File: config.mk
export PLATFORM = sky130hd
export DESIGN_NAME = layer_sequencer
export DESIGN_NICKNAME = d
export VERILOG_FILES = /design/src/rtl/layer_sequencer.sv
export SDC_FILE = /design/constraint.sdc
export NUM_CORES = 1
export LEC_CHECK = 0
export ABC_AREA = 0
export CORE_UTILIZATION = 55
export CTS_CLUSTER_SIZE = 20
export DETAILED_ROUTE_END_ITERATION = 12
export PLACE_DENSITY = 0.87
export RECOVER_POWER = 100
export SYNTH_ARGS = -nofsm -noshare
export SYNTH_HDL_FRONTEND = slang
export SYNTH_SLANG_ARGS = --single-unit
File: constraint.sdc
create_clock -name clk -period 2.9 [get_ports clk]
set_clock_uncertainty 0.05 [all_clocks]
set_input_delay 0.87 -clock clk [delete_from_list [all_inputs] [get_ports clk]]
set_output_delay 0.87 -clock clk [all_outputs]
set_load 0.02 [all_outputs]
File: src/rtl/layer_sequencer.sv
// ---------------------------------------------------------------------------
// layer_sequencer
//
// Purpose:
//    Walks every neuron of one network layer after a single start pulse from
//    the network-level controller. For each neuron it clears the MAC, streams
//    num_in weight/activation reads into it, launches the activation unit,
//    waits for its result and writes that result into the opposite ping-pong
//    activation bank. A one-cycle done pulse marks the end of the layer.
//
// Ports:
//    clk        - clock
//    reset      - synchronous, active-high reset; aborts any layer in flight
//    start      - one-cycle launch pulse, only honoured while idle
//    layer      - layer index; bit 0 selects the source activation bank
//    num_in     - inputs per neuron
//    num_out    - neurons in the layer
//    w_base     - first weight RAM address of the layer
//    act_done   - activation unit result valid, only honoured while waiting
//    rd_en      - weight/activation RAM read strobe
//    w_addr     - weight RAM read address
//    x_addr     - activation RAM read address {src_bank, input_idx}
//    mac_clr    - clear the MAC accumulator
//    mac_en     - accumulate RAM read data (rd_en delayed one cycle)
//    act_start  - one-cycle pulse launching the activation unit
//    wr_en      - activation RAM write strobe
//    wr_addr    - activation RAM write address {~src_bank, neuron_idx}
//    busy       - high whenever the sequencer is not idle
//    done       - one-cycle layer-complete pulse
// ---------------------------------------------------------------------------
module layer_sequencer #(
   parameter int ADDR_W = 8,
   parameter int CNT_W  = 4
) (
   input  logic              clk,
   input  logic              reset,
   input  logic              start,
   input  logic [1:0]        layer,
   input  logic [CNT_W-1:0]  num_in,
   input  logic [CNT_W-1:0]  num_out,
   input  logic [ADDR_W-1:0] w_base,
   input  logic              act_done,
   output logic              rd_en,
   output logic [ADDR_W-1:0] w_addr,
   output logic [CNT_W:0]    x_addr,
   output logic              mac_clr,
   output logic              mac_en,
   output logic              act_start,
   output logic              wr_en,
   output logic [CNT_W:0]    wr_addr,
   output logic              busy,
   output logic              done
);

   typedef enum logic [2:0] {
      S_IDLE,
      S_CLR,
      S_MAC,
      S_DRAIN,
      S_ACT,
      S_AWAIT,
      S_WRITE,
      S_DONE
   } state_t;

   state_t              state;

   // Configuration captured when a start is accepted, so the controller may
   // change its inputs freely while the layer runs.
   logic                src_bank;
   logic [CNT_W-1:0]    n_in;
   logic [CNT_W-1:0]    n_out;

   // Weight pointer runs across all neurons of the layer without reloading,
   // because a layer's weights are stored back to back in the weight RAM.
   logic [ADDR_W-1:0]   w_ptr;
   logic [CNT_W-1:0]    in_idx;
   logic [CNT_W-1:0]    neuron_idx;

   // Only the bank-select bit of the layer index matters to this block.
   logic                unused_layer_hi;
   assign unused_layer_hi = layer[1];

   // Single state machine. Every output is a register that is loaded on the
   // transition into the state that owns it, so outputs change exactly when
   // the state does and no input reaches an output combinationally. Pulse
   // outputs default low each cycle and are raised only for their state.
   // mac_en simply follows rd_en one cycle later, matching the one-cycle RAM
   // read latency, which keeps it high through the DRAIN cycle.
   always_ff @(posedge clk) begin
      if (reset) begin
         state      <= S_IDLE;
         src_bank   <= 1'b0;
         n_in       <= '0;
         n_out      <= '0;
         w_ptr      <= '0;
         in_idx     <= '0;
         neuron_idx <= '0;
         rd_en      <= 1'b0;
         w_addr     <= '0;
         x_addr     <= '0;
         mac_clr    <= 1'b0;
         mac_en     <= 1'b0;
         act_start  <= 1'b0;
         wr_en      <= 1'b0;
         wr_addr    <= '0;
         busy       <= 1'b0;
         done       <= 1'b0;
      end else begin
         rd_en     <= 1'b0;
         mac_clr   <= 1'b0;
         act_start <= 1'b0;
         wr_en     <= 1'b0;
         done      <= 1'b0;
         mac_en    <= rd_en;

         case (state)
            S_IDLE: begin
               if (start) begin
                  src_bank   <= layer[0];
                  n_in       <= num_in;
                  n_out      <= num_out;
                  w_ptr      <= w_base;
                  neuron_idx <= '0;
                  busy       <= 1'b1;
                  // An empty layer finishes at once without touching the RAMs.
                  if ((num_in == '0) || (num_out == '0)) begin
                     state <= S_DONE;
                     done  <= 1'b1;
                  end else begin
                     state   <= S_CLR;
                     mac_clr <= 1'b1;
                  end
               end
            end

            S_CLR: begin
               // Issue the first read of this neuron on the way into MAC.
               state  <= S_MAC;
               in_idx <= '0;
               rd_en  <= 1'b1;
               w_addr <= w_ptr;
               w_ptr  <= w_ptr + ADDR_W'(1);
               x_addr <= {src_bank, {CNT_W{1'b0}}};
            end

            S_MAC: begin
               // in_idx names the read currently on the bus; the next read is
               // only issued while there are inputs left.
               if (in_idx == (n_in - CNT_W'(1))) begin
                  state <= S_DRAIN;
               end else begin
                  in_idx <= in_idx + CNT_W'(1);
                  rd_en  <= 1'b1;
                  w_addr <= w_ptr;
                  w_ptr  <= w_ptr + ADDR_W'(1);
                  x_addr <= {src_bank, in_idx + CNT_W'(1)};
               end
            end

            S_DRAIN: begin
               state     <= S_ACT;
               act_start <= 1'b1;
            end

            S_ACT: begin
               state <= S_AWAIT;
            end

            S_AWAIT: begin
               if (act_done) begin
                  state   <= S_WRITE;
                  wr_en   <= 1'b1;
                  wr_addr <= {~src_bank, neuron_idx};
               end
            end

            S_WRITE: begin
               if (neuron_idx == (n_out - CNT_W'(1))) begin
                  state <= S_DONE;
                  done  <= 1'b1;
               end else begin
                  neuron_idx <= neuron_idx + CNT_W'(1);
                  state      <= S_CLR;
                  mac_clr    <= 1'b1;
               end
            end

            S_DONE: begin
               state <= S_IDLE;
               busy  <= 1'b0;
            end

            default: begin
               state <= S_IDLE;
               busy  <= 1'b0;
            end
         endcase
      end
   end

endmodule
==> summary.txt <==
Status
  – Status: complete, no violations

Clock network
  – Reg clk slew, reported paths: 0.08 ns
  – Hold buffers post-CTS: 0
  – Root Buffer: clkbuf_8
  – CTS tree: done
  – Setup bufs post-CTS: 0
  – CTS max path bufs: 2
  – Gates resized, CTS repair: 0
  – Clock sinks: 49
  – # H-tree levels: 2
  – Latest clock arrival within the worst-skew pair: 0.29 ns
  – Clock buffer count from CTS: 5

Worst hold path
  – Worst Hold Class: register to register

Final layout
  – Most common cell after layout, fill and taps aside: dfxtp_1
  – Antenna diodes: 0
  – # fillers: 346
  – Most frequent cells in the layout: dfxtp_1, nor2_1, nand2_1
  – Layout cell share with drive strength beyond 1: 0.0549
  – Fin nets: 354
  – Area Overhead vs Synth: 22.7%

Floorplan
  – Core box area: 0.00412 sq mm
  – Starting Density: 0.586
  – Die area: 0.00465 sq mm
  – I/O pin cnt: 47
  – Chip Height: 68.2 um
  – Die Wd: 68.2 um
  – Std cell rows: 23

GRT
  – Number of global-route vias before repair: 1867
  – Total gr overflow: 0
  – First-pass GRT wire length: 8.09 mm
  – Met3 Use GR: 0.0667
  – Largest net degree at the start of global routing: 28
  – Total Routing Usage GR: 0.233
  – GR Util met2: 0.370
  – GRT Max-Usage Layer: met2
  – Initial antenna violation count: 0
  – Met1 Usage GRT: 0.305

Job
  – Max cap viols: 0

Synth
  – Syn Inst Count: 280
  – Avg Cell Area, Syn: 8.62 sq um
  – Synth cell types: 51
  – Post-synth EDFFs: 0
  – #FFs+latches synth: 49
  – Yosys warns: 0
  – Commonest register cell after synthesis: dfxtp_1
  – Synthesized net count: 307
  – Post-synthesis cell area: 0.00241 sq mm
  – Register area share after synthesis: 0.407
  – Post-synth ARST share: 0

Detailed routing
  – TritonRoute pass-1 iters: 4
  – 1st-iter DRT viols: 150
  – Routed WL: 5.02 mm
  – Wire per inst: 13.3 um
  – # DRC: 0
  – Via count: 2099
  – Number of vias per cell: 5.55
  – Routed Antenna Nets: 0

Timing
  – Setup TNS: 0 ns
  – Fin crit share: 0.854
  – Worst setup margin: 0.424 ns
  – Final hold vios: 0
  – # setup viols final: 0
  – Worst-Margin Slew: 1.13 ns
  – Min Tclk post-route: 2.48 ns
  – Max_slew headroom: 0.247
  – RSZ-0062 raised after global routing: false
  – Max Clk Rate: 404 MHz
  – Slew Viols, Final: 0

Setup path
  – Largest fanout on the critical path: 27
  – WS Path Type: input pin to register
  – Startpoint type of the worst setup path: input pin
  – Crit path DAT: 2.58 ns
  – CP max stage cell: clkbuf_1
  – Crit path top cell by count: clkbuf_1
  – CP peak stage delay: 0.81 ns
  – CP endpoint kind: register
  – Critical-path cell list: clkbuf_1 -> clkbuf_1 -> nor2b_1 -> o21ai_0 -> o31ai_1
  – Req. time, crit path: 3.01 ns

Placement
  – Routability-driven placement congestion ratio: 0.853
  – HPWL after DPL: 3.64 mm
  – PortBufs: 45
  – DP Worst Slack: 0.196 ns

Pwr
  – P per Cell Area: 670 mW/mm^2
  – Worst VDD drop: 0.437 mV
  – Leakage: 0.00120 uW
==> layer usage <==
metal	share of wire	wire length, um	vias up
met5	0	0	-
met4	0.0058	29	0
met3	0.049	248	2
met2	0.45	2250	49
met1	0.50	2480	972
li1	-	-	1076
==> path summary, 6_finish.rpt <==
check        slack, ns     from   endpoint  depth (start not counted)
max               0.42    reset   w_ptr[2]                          5
max reg2reg       0.48  n_in[0]  x_addr[3]                          7
min reg2reg       0.41    rd_en     mac_en                          1
min               0.41    rd_en     mac_en                          1
==> kinds of logic (layout without fill, tap and decap cells) <==
kind of cell               count (synthesis)  after routing  share of synthesized area
muxes                                     16             16                     0.0669
and+or+nand+nor                          111            111                      0.229
xor gates and xnor gates                  10             10                     0.0493
adders and majority gates                  5              5                     0.0259
DFF                                       49             49                      0.407
buffers and inverters                     24             72                     0.0430
AOI/OAI and AO/OA                         65             65                      0.179
==> synth_stat cells (all sizes together), types with 2 or more instances <==
| library cell | count | area [sq um] |
|---|---|---|
| dfxtp | 49 | 981 |
| nor2 | 32 | 120 |
| nand2 | 28 | 105 |
| a21oi | 25 | 125 |
| mux2i | 15 | 150 |
| o21ai | 15 | 78.8 |
| nor2b | 11 | 68.8 |
| inv | 10 | 37.5 |
| nor3 | 9 | 56.3 |
| buf | 7 | 40.0 |
| clkbuf | 7 | 26.3 |
| o31ai | 7 | 52.6 |
| xnor2 | 6 | 52.6 |
| ha | 5 | 62.6 |
| and3 | 4 | 25.0 |
| nand2b | 4 | 25.0 |
| nand3 | 4 | 20.0 |
| nand4 | 4 | 25.0 |
| nor3b | 4 | 30.0 |
| a31oi | 2 | 27.5 |
| and2 | 2 | 12.5 |
| nor4 | 2 | 12.5 |
| o31a | 2 | 17.5 |
| o41ai | 2 | 17.5 |
| or3 | 2 | 12.5 |
| xor2 | 2 | 17.5 |
| xor3 | 2 | 48.8 |
==> layout make-up <==
class	instances	area [sq um]	share of cell area
timing repair buffer	54	497	0.168
inverter	10	37.5	0.0127
sequential	49	981	0.331
clock buffer	8	80.1	0.0270
tap	50	62.6	0.0211
multi-input combinational	207	1300	0.440
==> critical path, delay by kind of cell <==
family	cells	cell delay, ns
AOI/OAI and AO/OA	2	0.18
buffers and inverters	2	1.43
and+or+nand+nor	1	0.10
==> where the power goes <==
part           leakage [uW]  switching (uW)  internal (uW)
registers          0.000399             119            771
logic              0.000765             389            329
clock network     0.0000395             206            172
total               0.00120             713           1270
==> flip-flops by register name, indices dropped and copies added (netlist names) <==
signal      count
w_addr          8
w_ptr           8
wr_addr         5
x_addr          5
n_in            4
n_out           4
neuron_idx      4
state           3
act_start       1
busy            1
done            1
mac_clr         1
mac_en          1
rd_en           1
src_bank        1
wr_en           1
==> metrics by stage <==
stage / hold slack (ns) / cells / total power (uW) / util / cell area, sq um
finish: 0.415 / 378 / 1980 / 0.719 / 2960
global route: 0.441 / 378 / 2120 / 0.719 / 2960
CTS: 0.422 / 378 / 2040 / 0.731 / 3010
detailed placement: 0.410 / 370 / 1670 / 0.711 / 2930
global placement: 0.399 / 370 / 1650 / 0.711 / 2930
floorplan: 0.398 / 280 / 1440 / - / 2410
(Power assumes the default switching activity.)
